===== src/rtl/ins_cache.sv =====
// rtl/ins_cache.sv - read-only direct-mapped instruction cache, 8 lines x 16 bytes
module ins_cache (
  input  logic         clock,
  input  logic         reset,
  input  logic         read,
  input  logic [9:0]   address,
  output logic [31:0]  instruction,
  output logic         busywait,
  output logic         mem_read,
  output logic [5:0]   mem_address,
  input  logic [127:0] mem_readdata,
  input  logic         mem_busywait
);

  typedef enum logic [1:0] {IDLE, MEM_READ, UPDATE} state_t;

  state_t         state_q, state_d;
  logic [7:0]     valid_q, valid_d;
  logic [2:0]     tag_q  [8];
  logic [2:0]     tag_d  [8];
  logic [127:0]   data_q [8];
  logic [127:0]   data_d [8];
  logic [127:0]   line_q, line_d;

  logic [2:0]     addr_tag;
  logic [2:0]     addr_index;
  logic [1:0]     addr_word;
  logic           hit;

  assign addr_tag    = address[9:7];
  assign addr_index  = address[6:4];
  assign addr_word   = address[3:2];
  assign hit         = read && valid_q[addr_index] && (tag_q[addr_index] == addr_tag);
  assign instruction = data_q[addr_index][{addr_word, 5'b00000} +: 32];

  always_comb begin
    state_d     = state_q;
    valid_d     = valid_q;
    tag_d       = tag_q;
    data_d      = data_q;
    line_d      = line_q;
    mem_read    = 1'b0;
    mem_address = 6'd0;
    busywait    = 1'b0;

    case (state_q)
      IDLE: begin
        busywait = read && !hit;
        if (read && !hit) state_d = MEM_READ;
      end
      MEM_READ: begin
        mem_read    = 1'b1;
        mem_address = {addr_tag, addr_index};
        busywait    = 1'b1;
        if (!mem_busywait) begin
          line_d  = mem_readdata;
          state_d = UPDATE;
        end
      end
      UPDATE: begin
        busywait            = 1'b1;
        data_d[addr_index]  = line_q;
        tag_d[addr_index]   = addr_tag;
        valid_d[addr_index] = 1'b1;
        state_d             = IDLE;
      end
      default: state_d = IDLE;
    endcase

    // Reset aborts any fill in progress: nothing is installed at that edge.
    if (reset) begin
      state_d  = IDLE;
      valid_d  = '0;
      tag_d    = tag_q;
      data_d   = data_q;
      busywait = 1'b0;
    end
  end

  always_ff @(posedge clock) begin
    if (reset) begin
      state_q <= IDLE;
      valid_q <= '0;
    end else begin
      state_q <= state_d;
      valid_q <= valid_d;
    end
  end

  // Tag, data and the fill buffer carry no reset; valid bits guard them.
  always_ff @(posedge clock) begin
    tag_q  <= tag_d;
    data_q <= data_d;
    line_q <= line_d;
  end

endmodule


===== config.mk =====
export PLATFORM = sky130hd
export DESIGN_NAME = ins_cache
export DESIGN_NICKNAME = d
export VERILOG_FILES = /design/src/rtl/ins_cache.sv
export SDC_FILE = /design/constraint.sdc
export NUM_CORES = 1
export LEC_CHECK = 0
export ABC_AREA = 1
export CORE_ASPECT_RATIO = 1.2
export CORE_MARGIN = 3
export CORE_UTILIZATION = 54
export DETAILED_ROUTE_END_ITERATION = 7
export HOLD_SLACK_MARGIN = 0.03
export PLACE_DENSITY = 0.75
export SETUP_SLACK_MARGIN = 0.4
export SLEW_MARGIN = 10
export SYNTH_ARGS = -nofsm -noshare
export SYNTH_HDL_FRONTEND = slang
export SYNTH_SLANG_ARGS = --single-unit

===== constraint.sdc =====
create_clock -name clock -period 8.5 [get_ports clock]
set_input_delay 1.275 -clock clock [delete_from_list [all_inputs] [get_ports clock]]
set_output_delay 1.275 -clock clock [all_outputs]
set_load 0.05 [all_outputs]

Yosys cells after proc, flatten, opt, wreduce, memory -nomap -nowiden:

Cells that the tools add are included.

* register bits after elaboration: 1186
* input port bits: 142
* logic and storage cells: 67

* order comparisons: 4
* equal/unequal tests: 5
* shift-type cells: 1
* muxes and demuxes: 23
* bitwise gates (word level): 4
* reduce and logical (&&, ||, !) cells: 11

Operators by type and width (number)
* 1024-bit bitwise mux: 1
* 128-bit binary-select mux with 3-bit select: 1
* 128-bit demux with 3-bit select: 1
* 128-bit two-way mux: 3
* 128-bit by 8-bit variable part select with 32-bit output: 1
* 24-bit bitwise mux: 1
* 3-bit binary-select mux with 3-bit select: 1
* 3-bit demux with 3-bit select: 1
* 3-bit two-way mux: 3
* 8-bit bitwise OR: 1
* 6-bit two-way mux: 1
* 2-bit AND reduction: 3
* 1-bit logical AND: 5
* 4-bit >= comparator (second input constant): 1
* 3-bit by 4-bit < comparator with 1-bit output (second input constant): 1
* 4-bit by 1-bit < comparator with 1-bit output (second input constant): 1
* 1-bit two-way mux: 4
* 2-bit two-way mux: 2
* 2-bit inequality test (second input constant): 2
* 3-bit NOT with 4-bit output: 1
* 2-bit one-hot mux with 2 select lines: 1
* 1-bit binary-select mux with 3-bit select: 1
* 1-bit demux with 3-bit select: 1
* 3-bit == test: 1
* other kinds (8): 9

Logic depth before layout (Yosys ltp):

* depth in word-level cells: 10
* mapped depth: 17

Least setup slack after synthesis:

Ideal clock, no wire load.

* path type: in2reg
* start point: input address[4]
* end point: register data_q[128] in the netlist's numbering, enable pin
* setup time: 0.623 ns
* arrival time: 7.495 ns
* required time: 7.877 ns
* setup slack: 0.383 ns
* cell stages on the path: 7
* cell sequence: buf_6 -> buf_4 -> nor2_2 -> buf_6 -> buf_2 -> inv_1 -> nor2_1

RTL lines
* from (decl): RTL line 6 `input logic [9:0] address,`
* to (signal assigned): RTL line 93 `data_q <= data_d;`
* to (decl): RTL line 21 `logic [127:0] data_q [8];`

Worst setup path after layout:

* start point: input address[4]
* end point: output instruction[22]

* word-level cells in the longest chain between the ends: 5

RTL lines
* 3-bit NOT with 4-bit output (implied by the code): RTL line 34 `assign instruction = data_q[addr_index][{addr_word, 5'b00000} +: 32];`
* 128-bit binary-select mux with 3-bit select: RTL line 34
* 128-bit two-way mux (implied by the code) (2 in a row): RTL line 34
* 128-bit by 8-bit variable part select with 32-bit output: RTL line 34
* to (decl): RTL line 7 `output logic [31:0] instruction,`

Every way passes these cells. The select of a mux whose other input is x is not followed.

==> impl_results.html <==
<table>
<tr><th>Metric</th><th>Value</th></tr>
<tr><th colspan="2">Yosys</th></tr>
<tr><td>Leading cell types by total area after synthesis</td><td>sky130_fd_sc_hd__edfxtp_1 81%, sky130_fd_sc_hd__nand2_1 5.0%, sky130_fd_sc_hd__a221oi_1 2.1%</td></tr>
<tr><td>Number of distinct library cell variants in the gate-level netlist after synthesis</td><td>41</td></tr>
<tr><td>Synth top area share</td><td>80.85%</td></tr>
<tr><td>Dominant cell type by area after synthesis</td><td>sky130_fd_sc_hd__edfxtp_1</td></tr>
<tr><td>Share of the synthesized netlist area taken by xor and xnor gates</td><td>0%</td></tr>
<tr><td>Number of enable flip-flop cells after synthesis</td><td>1,176</td></tr>
<tr><td>Synthesized netlist net count</td><td>2,888</td></tr>
<tr><td>Most frequent cell after synthesis</td><td>sky130_fd_sc_hd__edfxtp_1</td></tr>
<tr><td>Ys Warns</td><td>0</td></tr>
<tr><td>Post-synthesis share of cell area spent on and, or, nand and nor gates</td><td>8.439%</td></tr>
<tr><td>Post-synthesis share of cell area spent on full adders, half adders and majority gates</td><td>less than 1%</td></tr>
<tr><td>Post-synthesis register bit count</td><td>1,186</td></tr>
<tr><td>Post-Syn Area</td><td>between 40,000 and 50,000 sq um</td></tr>
<tr><td>Proportion of synthesized area in mux cells</td><td>0%</td></tr>
<tr><td>Dominant register cell in the synthesized netlist</td><td>sky130_fd_sc_hd__edfxtp_1</td></tr>
<tr><td>Async set or reset register ratio after synthesis</td><td>0%</td></tr>
<tr><td>Register area share after synthesis</td><td>between 80% and 90%</td></tr>
<tr><td>Cell count after synthesis</td><td>2,742</td></tr>
<tr><td>Top post-synthesis cells by count</td><td>1,176 x sky130_fd_sc_hd__edfxtp_1, 578 x sky130_fd_sc_hd__nand2_1, 158 x sky130_fd_sc_hd__inv_1</td></tr>
<tr><td>Compound-Gate Fraction of Synth Area</td><td>7.041%</td></tr>
<tr><td>Main combinational cell family by area after synthesis</td><td>simple AND/OR/NAND/NOR gates</td></tr>
<tr><td>Average cell area after synthesis</td><td>15.93 sq um</td></tr>
<tr><th colspan="2">Power</th></tr>
<tr><td>Combinational cell fraction of total power</td><td>5.2%</td></tr>
<tr><td>Largest voltage drop on the vdd net</td><td>0.1555 mV</td></tr>
<tr><td>Net switching power of the design</td><td>2.472 mW</td></tr>
<tr><td>Sw Share</td><td>20.97%</td></tr>
<tr><td>Part of the power in registers</td><td>between 50% and 60%</td></tr>
<tr><td>Leakage power figure</td><td>16.48 nW</td></tr>
<tr><td>Pwr per Cell Area</td><td>235.7 nW/um^2</td></tr>
<tr><td>Clock Power Share</td><td>39.0%</td></tr>
<tr><td>Internal power</td><td>9.320 mW</td></tr>
<tr><td>Post-layout total power</td><td>around 12 mW</td></tr>
<tr><th colspan="2">STA</th></tr>
<tr><td>RSZ-0062 raised after global routing</td><td>false</td></tr>
<tr><td>Max-slew headroom</td><td>21.09%</td></tr>
<tr><td>Clock period minus final worst setup slack</td><td>6644 ps</td></tr>
<tr><td>Fin. max-slew vios</td><td>0</td></tr>
<tr><td>Hold violation count in the final report</td><td>0</td></tr>
<tr><td>Highest Clock Rate</td><td>150.5 MHz</td></tr>
<tr><td>Final-report setup violation count</td><td>0</td></tr>
<tr><td>Clock tree skew after final layout</td><td>30.82 ps</td></tr>
<tr><td>Share of the clock period used by the worst path after layout</td><td>roughly four fifths</td></tr>
<tr><td>Post-Route Setup TNS</td><td>0 ps</td></tr>
<tr><td>Actual transition at the worst max-transition pin</td><td>1181 ps</td></tr>
<tr><th colspan="2">GRT</th></tr>
<tr><td>Pin count of the biggest net entering global routing</td><td>around 120</td></tr>
<tr><td>Congestion Overflow GR</td><td>0</td></tr>
<tr><td>Initial antenna violation count</td><td>1</td></tr>
<tr><td>Via count of the first global-routing pass</td><td>25,662</td></tr>
<tr><td>Total track usage</td><td>25.43%</td></tr>
<tr><td>First-pass GRT wire length</td><td>between 150,000 and 200,000 um</td></tr>
<tr><th colspan="2">Die</th></tr>
<tr><td>Starting utilization of the core area</td><td>54.88%</td></tr>
<tr><td>Overall die height</td><td>317.6 um</td></tr>
<tr><td>Row count</td><td>113</td></tr>
<tr><td>I/O pin cnt</td><td>between 150 and 200</td></tr>
<tr><td>Area inside the core boundary</td><td>79,600 sq um</td></tr>
<tr><td>Die outline area</td><td>roughly 84,000 sq um</td></tr>
<tr><td>Die X</td><td>265.6 um</td></tr>
<tr><th colspan="2">Clock network</th></tr>
<tr><td>Clock latency reported for the late side of the worst-skew pair</td><td>between 600 and 700 ps</td></tr>
<tr><td>Clock-pin slew on the worst setup and hold paths</td><td>~70 ps</td></tr>
<tr><td>Hold-fix buffers, CTS</td><td>0</td></tr>
<tr><td>Maximum level of the CTS H-tree</td><td>3</td></tr>
<tr><td>Post-CTS setup repair buffer count</td><td>0</td></tr>
<tr><td>Clock root cell</td><td>sky130_fd_sc_hd__clkbuf_16</td></tr>
<tr><td>Number of instances resized during post-cts repair</td><td>0</td></tr>
<tr><td>TritonCTS clock tree</td><td>done</td></tr>
<tr><td>Max Buffers Root-to-Sink</td><td>3</td></tr>
<tr><td>Total clock sinks</td><td>around 1,200</td></tr>
<tr><td>Total CTS buffers</td><td>106</td></tr>
<tr><th colspan="2">Routing</th></tr>
<tr><td>Drt total wl</td><td>108,300 um</td></tr>
<tr><td>Average detailed-routed wire length per instance</td><td>between 20 and 30 um</td></tr>
<tr><td>Via density per instance</td><td>6.229</td></tr>
<tr><td>Antenna viol nets, final</td><td>0</td></tr>
<tr><td>Via count</td><td>25,254</td></tr>
<tr><td>Iteration count of the initial detailed-routing pass</td><td>6</td></tr>
<tr><td>Detailed router's first-iteration violation count</td><td>2,772</td></tr>
<tr><td>Remaining routing DRC violations</td><td>0</td></tr>
<tr><th colspan="2">Min path</th></tr>
<tr><td>Class of the most critical hold timing path</td><td>flip-flop to flip-flop</td></tr>
<tr><th colspan="2">Critical path</th></tr>
<tr><td>CP Class</td><td>input pin to output port</td></tr>
<tr><td>CP max FO</td><td>34</td></tr>
<tr><td>Arrival time at the worst endpoint</td><td>about 5400 ps</td></tr>
<tr><td>CP Data Required Time</td><td>7220 ps</td></tr>
<tr><td>Crit end category</td><td>output port</td></tr>
<tr><td>Type of origin of the critical path</td><td>input pin</td></tr>
<tr><td>R2R Setup Slk</td><td>5030 ps</td></tr>
<tr><th colspan="2">Job</th></tr>
<tr><td>Number of violations of the max-capacitance limit</td><td>0</td></tr>
<tr><th colspan="2">Place</th></tr>
<tr><td>Final HPWL DP</td><td>55,830 um</td></tr>
<tr><td>Weighted congestion reported at the end of routability-driven placement</td><td>0.7590</td></tr>
<tr><td>Instance area at placement</td><td>46,700 sq um</td></tr>
<tr><td>Number of port buffers</td><td>179</td></tr>
<tr><th colspan="2">Finish</th></tr>
<tr><td>Fin nets</td><td>roughly 3,000</td></tr>
<tr><td>Share of post-route cells with drive strength above 1</td><td>7.917%</td></tr>
<tr><td>Synthesis-to-layout area growth</td><td>14.51%</td></tr>
<tr><td>Layout Cell Area excl Fill</td><td>between 50,000 and 60,000 sq um</td></tr>
<tr><td>Diode insertion count for antenna repair</td><td>0</td></tr>
<tr><td>Fin util</td><td>62.84%</td></tr>
<tr><td>Fill cell instance count of the final layout</td><td>5,351</td></tr>
<tr><th colspan="2">Outcome</th></tr>
<tr><td>Result of the run</td><td>completed</td></tr>
</table>
-- cell families (layout without fill, tap and decap cells) --
| group | count (synthesis) | in the layout |
|---|---|---|
| adders and majority gates | 4 | 4 |
| DFF | 1186 | 1186 |
| AOI/OAI and AO/OA | 388 | 388 |
| and+or+nand+nor | 865 | 865 |
| buffers and inverters | 299 | 576 |
-- per-layer routing --
layer  vias to the layer above  wire length [um]  track usage [%]
met5                         -                20                0
met4                         2              4182            11.35
met3                       268             10310            3.797
met2                      1567             53440            42.37
met1                     12650             40310            33.55
li1                      10767                 -                -
-- through the flow --
step / worst slack (ps) / std cells / hold slack, ps
floorplan: 461.2 / 2742 / 428.1
detailed placement: 1859 / 3866 / 451.2
global placement: 1878 / 3866 / 439.5
global route: 1699 / 4054 / 492.3
finish: 1856 / 4054 / 474.2
CTS: 1843 / 4054 / 468.9
-- cell type report --
cell class	count	area [sq um]	share of cell area, %
Sequential cell	1186	35510	71.00
Tap cell	1035	1295	2.589
Clock buffer	135	2825	5.648
Clock inverter	53	491.7	0.9831
Timing Repair Buffer	226	2375	4.748
Inverter	162	614.3	1.228
Multi-Input combinational cell	1257	6904	13.80
-- power groups by stage --
stage	clock [mW]	combinational (mW)	sequential, mW
2_1_floorplan	0	0.334	6.69
3_3_place_gp	0	0.596	6.70
3_5_place_dp	0	0.605	6.71
4_1_cts	4.64	0.609	6.59
5_1_grt	4.87	0.641	6.60
6_report	4.59	0.608	6.59
-- cell usage in the layout (no fill, tap or decap), drive strengths merged, types with 4 or more instances in the layout --
master / Yosys / final
a211oi: 14 / 14
a21oi: 58 / 58
a221oi: 124 / 124
a22o: 33 / 33
a22oi: 61 / 61
buf: 107 / 49
bufinv: 0 / 9
clkbuf: 30 / 135
clkdlybuf4s50: 0 / 177
clkinv: 0 / 40
dfxtp: 10 / 10
edfxtp: 1176 / 1176
ha: 4 / 4
inv: 162 / 163
nand2: 580 / 580
nand3: 54 / 54
nand4: 117 / 117
nor2: 106 / 106
nor3: 5 / 5
o2111a: 16 / 16
o211ai: 37 / 37
o21ai: 26 / 26
o22ai: 7 / 7
o311ai: 4 / 4
-- worst max-delay path, stage by stage --
cell                              delay [ps]
sky130_fd_sc_hd__clkdlybuf4s50_1         460
sky130_fd_sc_hd__buf_4                   370
sky130_fd_sc_hd__inv_4                   240
sky130_fd_sc_hd__nand2_2                 710
sky130_fd_sc_hd__buf_4                   380
sky130_fd_sc_hd__nor2_1                   70
sky130_fd_sc_hd__a221oi_1                300
sky130_fd_sc_hd__nand4_1                 130
sky130_fd_sc_hd__o211ai_1                420
sky130_fd_sc_hd__nand2_1                 190
sky130_fd_sc_hd__clkdlybuf4s50_1         740
-- final timing paths --
| path | start | end | cells past startpoint |
|---|---|---|---|
| worst max-delay path | address[4] | instruction[22] | 11 |
| worst min register to register | valid_q[1] | valid_q[1] | 2 |
| worst min-delay path | valid_q[1] | valid_q[1] | 2 |
| worst max register to register | state_q[0] | data_q[715] | 6 |
-- registers in the layout, summed over array words and instances (netlist names) --
| register | flops |
|---|---|
| tag_q | 24 |
| valid_q | 8 |
| data_q | 1024 |
| state_q | 2 |
| line_q | 128 |
Power figures use the tool's default switching activity.
